File: src/rtl/core_ctrl_fsm.sv
// ---------------------------------------------------------------------------
// core_ctrl_fsm
//
// Multi-cycle control unit for the 101core RV32I datapath. Each instruction
// moves through FETCH -> DECODE -> EXECUTE -> (MEM) -> WB. The controller
// drives the ALU opcode and operand selects, the immediate-type select, the
// register-file/PC/IR write enables and the memory request handshake. A
// watchdog aborts any memory request that waits too long; the aborted
// instruction is refetched because the PC is left untouched.
//
// Optional build macro:
//   CORE101_ILLEGAL_TRAP_EN - an unknown opcode in DECODE enters TRAP, which
//                             holds every enable low until reset. When left
//                             undefined, unknown opcodes retire as NOPs.
//
// Parameters:
//   MEM_TIMEOUT     cycles a request may wait for mem_ready_i (1..255)
//
// Ports:
//   CLOCK_50        core clock, rising-edge
//   RESET_N         asynchronous active-low reset
//   ir_i            instruction register contents
//   mem_ready_i     memory completes the outstanding request this cycle
//   branch_taken_i  datapath comparator result, sampled in EXECUTE
//   mem_req_o       memory request
//   mem_we_o        1 = store, 0 = load/fetch
//   mem_addr_sel_o  0 = PC, 1 = ALU result register
//   ir_write_o      capture fetched word into IR
//   pc_write_o      update PC
//   pc_src_sel_o    0 = PC+4, 1 = ALU output
//   alu_opcode_o    {funct7[5], funct3} ALU operation
//   alu_a_sel_o     0 = rs1, 1 = PC, 2 = zero
//   alu_b_sel_o     0 = rs2, 1 = imm, 2 = const 4
//   imm_sel_o       0 = I, 1 = S, 2 = B, 3 = U, 4 = J
//   rf_we_o         register-file write enable
//   wb_sel_o        0 = ALU result, 1 = memory data, 2 = PC+4
//   mem_err_o       one-cycle pulse on memory timeout
//   state_o         FETCH=0, DECODE=1, EXECUTE=2, MEM=3, WB=4, TRAP=5
// ---------------------------------------------------------------------------
module core_ctrl_fsm #(
    parameter int MEM_TIMEOUT = 16
) (
    input  logic        CLOCK_50,
    input  logic        RESET_N,
    input  logic [31:0] ir_i,
    input  logic        mem_ready_i,
    input  logic        branch_taken_i,
    output logic        mem_req_o,
    output logic        mem_we_o,
    output logic        mem_addr_sel_o,
    output logic        ir_write_o,
    output logic        pc_write_o,
    output logic        pc_src_sel_o,
    output logic [3:0]  alu_opcode_o,
    output logic [1:0]  alu_a_sel_o,
    output logic [1:0]  alu_b_sel_o,
    output logic [2:0]  imm_sel_o,
    output logic        rf_we_o,
    output logic [1:0]  wb_sel_o,
    output logic        mem_err_o,
    output logic [2:0]  state_o
);

    // RV32I major opcodes
    localparam logic [6:0] OPC_OP     = 7'b0110011;
    localparam logic [6:0] OPC_OP_IMM = 7'b0010011;
    localparam logic [6:0] OPC_LOAD   = 7'b0000011;
    localparam logic [6:0] OPC_STORE  = 7'b0100011;
    localparam logic [6:0] OPC_LUI    = 7'b0110111;
    localparam logic [6:0] OPC_AUIPC  = 7'b0010111;
    localparam logic [6:0] OPC_BRANCH = 7'b1100011;
    localparam logic [6:0] OPC_JAL    = 7'b1101111;
    localparam logic [6:0] OPC_JALR   = 7'b1100111;

    localparam logic [3:0] ALU_ADD = 4'b0000;
    localparam logic [3:0] ALU_SUB = 4'b1000;

    localparam logic [1:0] A_RS1  = 2'd0;
    localparam logic [1:0] A_PC   = 2'd1;
    localparam logic [1:0] A_ZERO = 2'd2;

    localparam logic [1:0] B_RS2 = 2'd0;
    localparam logic [1:0] B_IMM = 2'd1;

    localparam logic [2:0] IMM_I = 3'd0;
    localparam logic [2:0] IMM_S = 3'd1;
    localparam logic [2:0] IMM_B = 3'd2;
    localparam logic [2:0] IMM_U = 3'd3;
    localparam logic [2:0] IMM_J = 3'd4;

    localparam logic [1:0] WB_ALU = 2'd0;
    localparam logic [1:0] WB_MEM = 2'd1;
    localparam logic [1:0] WB_PC4 = 2'd2;

    localparam logic PC_SRC_SEQ = 1'b0;
    localparam logic PC_SRC_ALU = 1'b1;

    // Last count value before the watchdog fires
    localparam logic [7:0] TIMEOUT_LAST = 8'(MEM_TIMEOUT - 1);

    typedef enum logic [2:0] {
        S_FETCH   = 3'd0,
        S_DECODE  = 3'd1,
        S_EXECUTE = 3'd2,
        S_MEM     = 3'd3,
        S_WB      = 3'd4
`ifdef CORE101_ILLEGAL_TRAP_EN
        , S_TRAP  = 3'd5
`endif
    } state_t;

    state_t      r_state;
    state_t      w_state_next;
    logic [7:0]  r_timeout_cnt;
    logic [7:0]  w_timeout_cnt_next;
    logic        r_abort;
    logic        w_abort_next;
    logic        r_branch_taken;

    logic [6:0]  w_opcode;
    logic [2:0]  w_funct3;
    logic        w_funct7b5;
    logic        w_is_op;
    logic        w_is_op_imm;
    logic        w_is_load;
    logic        w_is_store;
    logic        w_is_lui;
    logic        w_is_auipc;
    logic        w_is_branch;
    logic        w_is_jal;
    logic        w_is_jalr;
    logic        w_is_known;
    logic [2:0]  w_imm_type;
    logic        w_unused_ir;

    logic        w_mem_req;
    logic        w_mem_we;
    logic        w_mem_addr_sel;
    logic        w_ir_write;
    logic        w_pc_write;
    logic        w_pc_src_sel;
    logic [3:0]  w_alu_opcode;
    logic [1:0]  w_alu_a_sel;
    logic [1:0]  w_alu_b_sel;
    logic [2:0]  w_imm_sel;
    logic        w_rf_we;
    logic [1:0]  w_wb_sel;
    logic        w_timeout;

    // Instruction field decode
    assign w_opcode    = ir_i[6:0];
    assign w_funct3    = ir_i[14:12];
    assign w_funct7b5  = ir_i[30];
    assign w_unused_ir = ^{ir_i[31], ir_i[29:15], ir_i[11:7]};

    assign w_is_op     = (w_opcode == OPC_OP);
    assign w_is_op_imm = (w_opcode == OPC_OP_IMM);
    assign w_is_load   = (w_opcode == OPC_LOAD);
    assign w_is_store  = (w_opcode == OPC_STORE);
    assign w_is_lui    = (w_opcode == OPC_LUI);
    assign w_is_auipc  = (w_opcode == OPC_AUIPC);
    assign w_is_branch = (w_opcode == OPC_BRANCH);
    assign w_is_jal    = (w_opcode == OPC_JAL);
    assign w_is_jalr   = (w_opcode == OPC_JALR);
    assign w_is_known  = w_is_op | w_is_op_imm | w_is_load | w_is_store |
                         w_is_lui | w_is_auipc | w_is_branch | w_is_jal | w_is_jalr;

    // Immediate format follows the opcode; unknown and R-type fall back to I
    always_comb begin
        w_imm_type = IMM_I;
        if (w_is_store)
            w_imm_type = IMM_S;
        else if (w_is_branch)
            w_imm_type = IMM_B;
        else if (w_is_lui || w_is_auipc)
            w_imm_type = IMM_U;
        else if (w_is_jal)
            w_imm_type = IMM_J;
    end

    // State, watchdog counter, abort flag and the branch decision latched
    // in EXECUTE for use in WB
    always_ff @(posedge CLOCK_50 or negedge RESET_N) begin
        if (!RESET_N) begin
            r_state        <= S_FETCH;
            r_timeout_cnt  <= 8'd0;
            r_abort        <= 1'b0;
            r_branch_taken <= 1'b0;
        end else begin
            r_state       <= w_state_next;
            r_timeout_cnt <= w_timeout_cnt_next;
            r_abort       <= w_abort_next;
            if (r_state == S_EXECUTE && w_is_branch)
                r_branch_taken <= branch_taken_i;
        end
    end

    // The watchdog fires on the cycle the counter sits at its last value
    // with the request still up. It takes priority over a late ready so an
    // abort is never half-completed.
    assign w_timeout = w_mem_req && (r_timeout_cnt == TIMEOUT_LAST);

    always_comb begin
        w_timeout_cnt_next = 8'd0;
        if (w_mem_req && !mem_ready_i && !w_timeout)
            w_timeout_cnt_next = r_timeout_cnt + 8'd1;
    end

    // Next-state logic. After a timeout the FSM parks in FETCH for one
    // cycle with the request dropped (r_abort) before refetching.
    always_comb begin
        w_state_next = r_state;
        w_abort_next = 1'b0;
        case (r_state)
            S_FETCH: begin
                if (r_abort) begin
                    w_state_next = S_FETCH;
                end else if (w_timeout) begin
                    w_state_next = S_FETCH;
                    w_abort_next = 1'b1;
                end else if (mem_ready_i) begin
                    w_state_next = S_DECODE;
                end
            end
            S_DECODE: begin
`ifdef CORE101_ILLEGAL_TRAP_EN
                if (w_is_known)
                    w_state_next = S_EXECUTE;
                else
                    w_state_next = S_TRAP;
`else
                w_state_next = S_EXECUTE;
`endif
            end
            S_EXECUTE: begin
                if (w_is_load || w_is_store)
                    w_state_next = S_MEM;
                else
                    w_state_next = S_WB;
            end
            S_MEM: begin
                if (w_timeout) begin
                    w_state_next = S_FETCH;
                    w_abort_next = 1'b1;
                end else if (mem_ready_i) begin
                    w_state_next = S_WB;
                end
            end
            S_WB: begin
                w_state_next = S_FETCH;
            end
`ifdef CORE101_ILLEGAL_TRAP_EN
            S_TRAP: begin
                w_state_next = S_TRAP;
            end
`endif
            default: begin
                w_state_next = S_FETCH;
            end
        endcase
    end

    // Moore output decode from registered state and the current IR.
    // ir_write is the only output allowed to follow mem_ready_i directly.
    always_comb begin
        w_mem_req      = 1'b0;
        w_mem_we       = 1'b0;
        w_mem_addr_sel = 1'b0;
        w_ir_write     = 1'b0;
        w_pc_write     = 1'b0;
        w_pc_src_sel   = PC_SRC_SEQ;
        w_alu_opcode   = ALU_ADD;
        w_alu_a_sel    = A_RS1;
        w_alu_b_sel    = B_RS2;
        w_imm_sel      = IMM_I;
        w_rf_we        = 1'b0;
        w_wb_sel       = WB_ALU;
        case (r_state)
            S_FETCH: begin
                w_mem_req = !r_abort;
            end
            S_DECODE: begin
                w_imm_sel = w_imm_type;
            end
            S_EXECUTE: begin
                w_imm_sel = w_imm_type;
                if (w_is_op) begin
                    w_alu_opcode = {w_funct7b5, w_funct3};
                end else if (w_is_op_imm) begin
                    // Only SRAI carries an opcode bit in funct7; for the
                    // other immediates bit 30 is part of the constant
                    w_alu_opcode = {(w_funct3 == 3'b101) && w_funct7b5, w_funct3};
                    w_alu_b_sel  = B_IMM;
                end else if (w_is_load || w_is_store) begin
                    w_alu_b_sel = B_IMM;
                end else if (w_is_lui) begin
                    w_alu_a_sel = A_ZERO;
                    w_alu_b_sel = B_IMM;
                end else if (w_is_auipc) begin
                    w_alu_a_sel = A_PC;
                    w_alu_b_sel = B_IMM;
                end else if (w_is_branch) begin
                    w_alu_opcode = ALU_SUB;
                end
            end
            S_MEM: begin
                w_imm_sel      = w_imm_type;
                w_mem_req      = 1'b1;
                w_mem_addr_sel = 1'b1;
                w_mem_we       = w_is_store;
            end
            S_WB: begin
                w_imm_sel  = w_imm_type;
                w_pc_write = 1'b1;
                if (w_is_op || w_is_op_imm || w_is_lui || w_is_auipc) begin
                    w_rf_we = 1'b1;
                end else if (w_is_load) begin
                    w_rf_we  = 1'b1;
                    w_wb_sel = WB_MEM;
                end else if (w_is_branch && r_branch_taken) begin
                    w_pc_src_sel = PC_SRC_ALU;
                    w_alu_a_sel  = A_PC;
                    w_alu_b_sel  = B_IMM;
                end else if (w_is_jal) begin
                    w_rf_we      = 1'b1;
                    w_wb_sel     = WB_PC4;
                    w_alu_a_sel  = A_PC;
                    w_alu_b_sel  = B_IMM;
                    w_pc_src_sel = PC_SRC_ALU;
                end else if (w_is_jalr) begin
                    // Datapath clears bit 0 of the target
                    w_rf_we      = 1'b1;
                    w_wb_sel     = WB_PC4;
                    w_alu_a_sel  = A_RS1;
                    w_alu_b_sel  = B_IMM;
                    w_pc_src_sel = PC_SRC_ALU;
                end
            end
            default: begin
            end
        endcase
        w_ir_write = (r_state == S_FETCH) && !r_abort && !w_timeout && mem_ready_i;
    end

    // Outputs are forced low while RESET_N is asserted so that an
    // in-flight request drops without waiting for a clock edge
    assign mem_req_o      = RESET_N & w_mem_req;
    assign mem_we_o       = RESET_N & w_mem_we;
    assign mem_addr_sel_o = RESET_N & w_mem_addr_sel;
    assign ir_write_o     = RESET_N & w_ir_write;
    assign pc_write_o     = RESET_N & w_pc_write;
    assign pc_src_sel_o   = RESET_N & w_pc_src_sel;
    assign alu_opcode_o   = RESET_N ? w_alu_opcode : 4'd0;
    assign alu_a_sel_o    = RESET_N ? w_alu_a_sel : 2'd0;
    assign alu_b_sel_o    = RESET_N ? w_alu_b_sel : 2'd0;
    assign imm_sel_o      = RESET_N ? w_imm_sel : 3'd0;
    assign rf_we_o        = RESET_N & w_rf_we;
    assign wb_sel_o       = RESET_N ? w_wb_sel : 2'd0;
    assign mem_err_o      = RESET_N & w_timeout;
    assign state_o        = RESET_N ? r_state : 3'd0;

endmodule

File: config.mk
export PLATFORM = sky130hd
export DESIGN_NAME = core_ctrl_fsm
export DESIGN_NICKNAME = d
export VERILOG_FILES = /design/src/rtl/core_ctrl_fsm.sv
export SDC_FILE = /design/constraint.sdc
export NUM_CORES = 1
export LEC_CHECK = 0
export CORE_UTILIZATION = 39
export DETAILED_ROUTE_END_ITERATION = 6
export PLACE_DENSITY = 0.8
export SLEW_MARGIN = 20
export SYNTH_ARGS = -nofsm -noshare
export SYNTH_HDL_FRONTEND = slang
export SYNTH_SLANG_ARGS = --single-unit
File: constraint.sdc
create_clock -name CLOCK_50 -period 1.8 [get_ports CLOCK_50]
set_input_delay 0.27 -clock CLOCK_50 [delete_from_list [all_inputs] [get_ports CLOCK_50]]
set_output_delay 0.27 -clock CLOCK_50 [all_outputs]
set_load 0.05 [all_outputs]
==> summary.txt <==
Outcome
  – Status: finished with violations
  – Failing checks: negative setup slack

Floorplanning
  – Core area: 2590 µm²
  – Die height: 55.4 µm
  – Initial Util: 42.9%
  – Die X: 55.4 µm
  – Rows: 18
  – Io pins: 60
  – DIE AREA: 3070 µm²

Power and ir drop
  – Max VDD drop: 1.30 mV
  – Final total power: 2.26 mW
  – Leakage power: 0.984 nW
  – Power Dens Cells: 928 nW/µm²

CTS
  – Root buf cell: clkbuf_4
  – CTS tree: done
  – Reg clk slew, reported paths: 0.09 ns
  – CTS Buf Count: 3
  – H-tree depth: 1
  – CTS Sinks: 13
  – Clock latency on the worst-skew pair: 0.30 ns
  – Maximum root-to-sink buffer count: 2

Layout
  – Fin cells: 241
  – Share of cells above drive strength 1: 58.8%
  – # diodes: 0
  – Fillers: 79
  – Synthesis-to-finish area growth: 119%
  – Layout Nets: 249
  – Post-layout util: 94.0%

Worst setup path
  – Crit path buf inv count: 2
  – Arr. time, crit path: 1.96 ns
  – Worst R2R Setup Slack: -0.14 ns
  – CP peak stage delay: 0.48 ns
  – Slowest cell on the critical path: dfrtp_2
  – Critical Path Sink Type: primary output
  – Crit path kind: reg2out
  – CP required: 1.53 ns
  – Startpoint Class: flip-flop
  – Crit path max fanout: 6
  – Top Family by Delay on Critical Path: simple AND/OR/NAND/NOR gates
  – Worst path cell trace: buf_4 > nor4b_2 > nand2_1 > nor3_4 > buf_12

Placement
  – Port bufs: 37
  – RePlAce Congestion: 0.805
  – Placed wire-length estimate: 2900 µm
  – Placed cells: 223
  – Pre-CTS WS: -0.340 ns

Route
  – Vias: 1,697
  – Wirelength per Cell: 28.4 µm
  – Drt pass-1 iters: 5
  – Initial detailed-routing violation count: 120
  – Routed vias/inst: 7.04
  – DR DRC count: 0
  – Post-DRT Antenna Nets: 0
  – Routed WL: 6840 µm

Logic synthesis
  – Cells after synthesis: 135
  – Netlist cell types: 46
  – XOR/XNOR Fraction of Synth Area: 2.36%
  – Adder-Cell Fraction of Synth Area: 1.13%
  – Main combinational cell family by area after synthesis: simple AND/OR/NAND/NOR gates
  – Synth Flop Type: dfrtp_1
  – Flops & latches, synth: 13
  – Post-synth EDFFs: 0
  – Post-synthesis sequential area ratio: 29.3%
  – Avg Cell Area, Syn: 8.23 µm²
  – Mux cell area share after synthesis: 1.01%
  – Synth Area in Simple Gates: 42.0%
  – FFs w/ async S/R, synth: 100%
  – Mapped Area: 1110 µm²
  – Syn_nets: 172
  – Compound-Gate Fraction of Synth Area: 17.5%
  – Synth warnings: 0

Timing
  – Setup WS post-layout: -0.435 ns
  – Period utilization: 124%
  – Fmax: 448 MHz
  – Unrepaired setup endpoints after global routing: yes
  – Tmin final: 2.23 ns
  – Least-Margin Pin Slew: 0.529 ns
  – # setup viols final: 21
  – Final slew viol count: 0
  – Final-report hold violation count: 0
  – Clock Skew: 0.00749 ns
  – Slew margin rel.: 64.6%

Global route
  – Total gr overflow: 0
  – Total Routing Usage GR: 32.3%
  – Number of antenna violations at the first check in global routing: 0
  – Vias in the first global route: 1,546
  – Pin count of the biggest net entering global routing: 12
  – Global-route wire length before repair: 7730 µm

Flow run
  – Max_cap viols: 0

Min path
  – Hold crit path type: in2async
## layer usage
metal	GRT usage, %	vias up	part of all wire, %
met5	0	-	0
met4	20.0	0	7.3
met3	5.85	52	9.9
met2	54.9	173	48
met1	37.5	825	35
li1	-	647	-
## report_power, final
part           internal [mW]  leakage, nW  switching [mW]  total [mW]
Combinational          0.759        0.794           0.860        1.62
Sequential             0.346        0.175          0.0954       0.441
Clock                 0.0866       0.0150           0.112       0.199
## Yosys cell counts (all sizes together), types with 4 or more instances
cell / instances / area, µm²
a211oi: 4 / 35.0
and2: 7 / 43.8
and3b: 4 / 35.0
buf: 5 / 33.8
clkbuf: 4 / 15.0
dfrtp: 13 / 325
inv: 6 / 22.5
nand2: 10 / 37.5
nand2b: 4 / 25.0
nand3: 7 / 40.0
nor2: 8 / 30.0
nor3: 9 / 45.0
o21ai: 9 / 45.0
or3: 5 / 31.3
## layout by cell type, fill, tap and decap left out, drive strengths merged, types with 2 or more instances in the layout
| cell | netlist | routed |
|---|---|---|
| a211oi | 4 | 4 |
| a21o | 2 | 2 |
| a21oi | 3 | 3 |
| and2 | 7 | 7 |
| and3b | 4 | 4 |
| and4bb | 3 | 3 |
| buf | 5 | 67 |
| clkbuf | 4 | 5 |
| clkdlybuf4s50 | 0 | 5 |
| dfrtp | 13 | 13 |
| dlygate4sd2 | 0 | 7 |
| inv | 6 | 5 |
| nand2 | 10 | 10 |
| nand2b | 4 | 4 |
| nand3 | 7 | 7 |
| nand4 | 2 | 2 |
| nand4b | 3 | 3 |
| nand4bb | 2 | 2 |
| nor2 | 8 | 8 |
| nor2b | 3 | 3 |
| nor3 | 9 | 9 |
| nor4 | 2 | 2 |
| o211ai | 2 | 2 |
| o21ai | 9 | 9 |
| or3 | 5 | 5 |
| xnor2 | 2 | 2 |
## metrics by stage
stage	hold WS, ns	TNS (ns)	area, µm²
2_1_floorplan	-0.0256	-0.553	1250
6_report	0.323	-4.12	2430
5_1_grt	0.345	-4.51	2430
4_1_cts	0.229	-1.40	2280
3_3_place_gp	0.474	-2.62	2060
3_5_place_dp	0.487	-3.51	2060
## registers in the layout, indices dropped and copies added (netlist names)
signal	cells
r_abort	1
r_branch_taken	1
r_state	3
r_timeout_cnt	8
## what timing repair did
item                                    in CTS  in global routing
pin swaps                                   10                 12
endpoints found under the setup margin      20                 20
gates resized for setup                     40                 24
setup buffers                                8                  9
hold buffers                                 0                  0
## cell families (layout without fill, tap and decap cells)
kind of cell	Yosys count	in the layout
buf+inv	15	91
simple gates	74	74
flops	13	13
other cells	1	1
mux	1	1
fa+ha+maj	1	1
xor+xnor	3	3
compound gates	27	27
## final timing paths
check	cells past startpoint	endpoint	from
worst max-delay path	5	ir_write_o	r_state[1]
worst min-delay path	2	r_abort	RESET_N
worst max register to register	4	r_state[1]	r_timeout_cnt[5]
worst min register to register	1	r_timeout_cnt[0]	r_timeout_cnt[0]
max in group asynchronous	2	r_timeout_cnt[2]	RESET_N
min in group CLOCK_50	1	r_timeout_cnt[0]	r_timeout_cnt[0]
## worst register-to-register path, cell delays in order, from the launching register on
cell and delay, ns:
dfrtp_1 0.43, or4_4 0.61, buf_4 0.18, o21ai_0 0.34
a31oi_1 0.23
## cell type report
cell class / instances / area, µm² / share of cell area, %
clock buffers: 4 / 26.3 / 1.08
inverters: 6 / 26.3 / 1.08
multi-input cells: 107 / 1050 / 43.2
flip-flops and latches: 13 / 328 / 13.5
well taps: 30 / 37.5 / 1.54
repair buffers: 81 / 965 / 39.6
(Power assumes the default switching activity.)
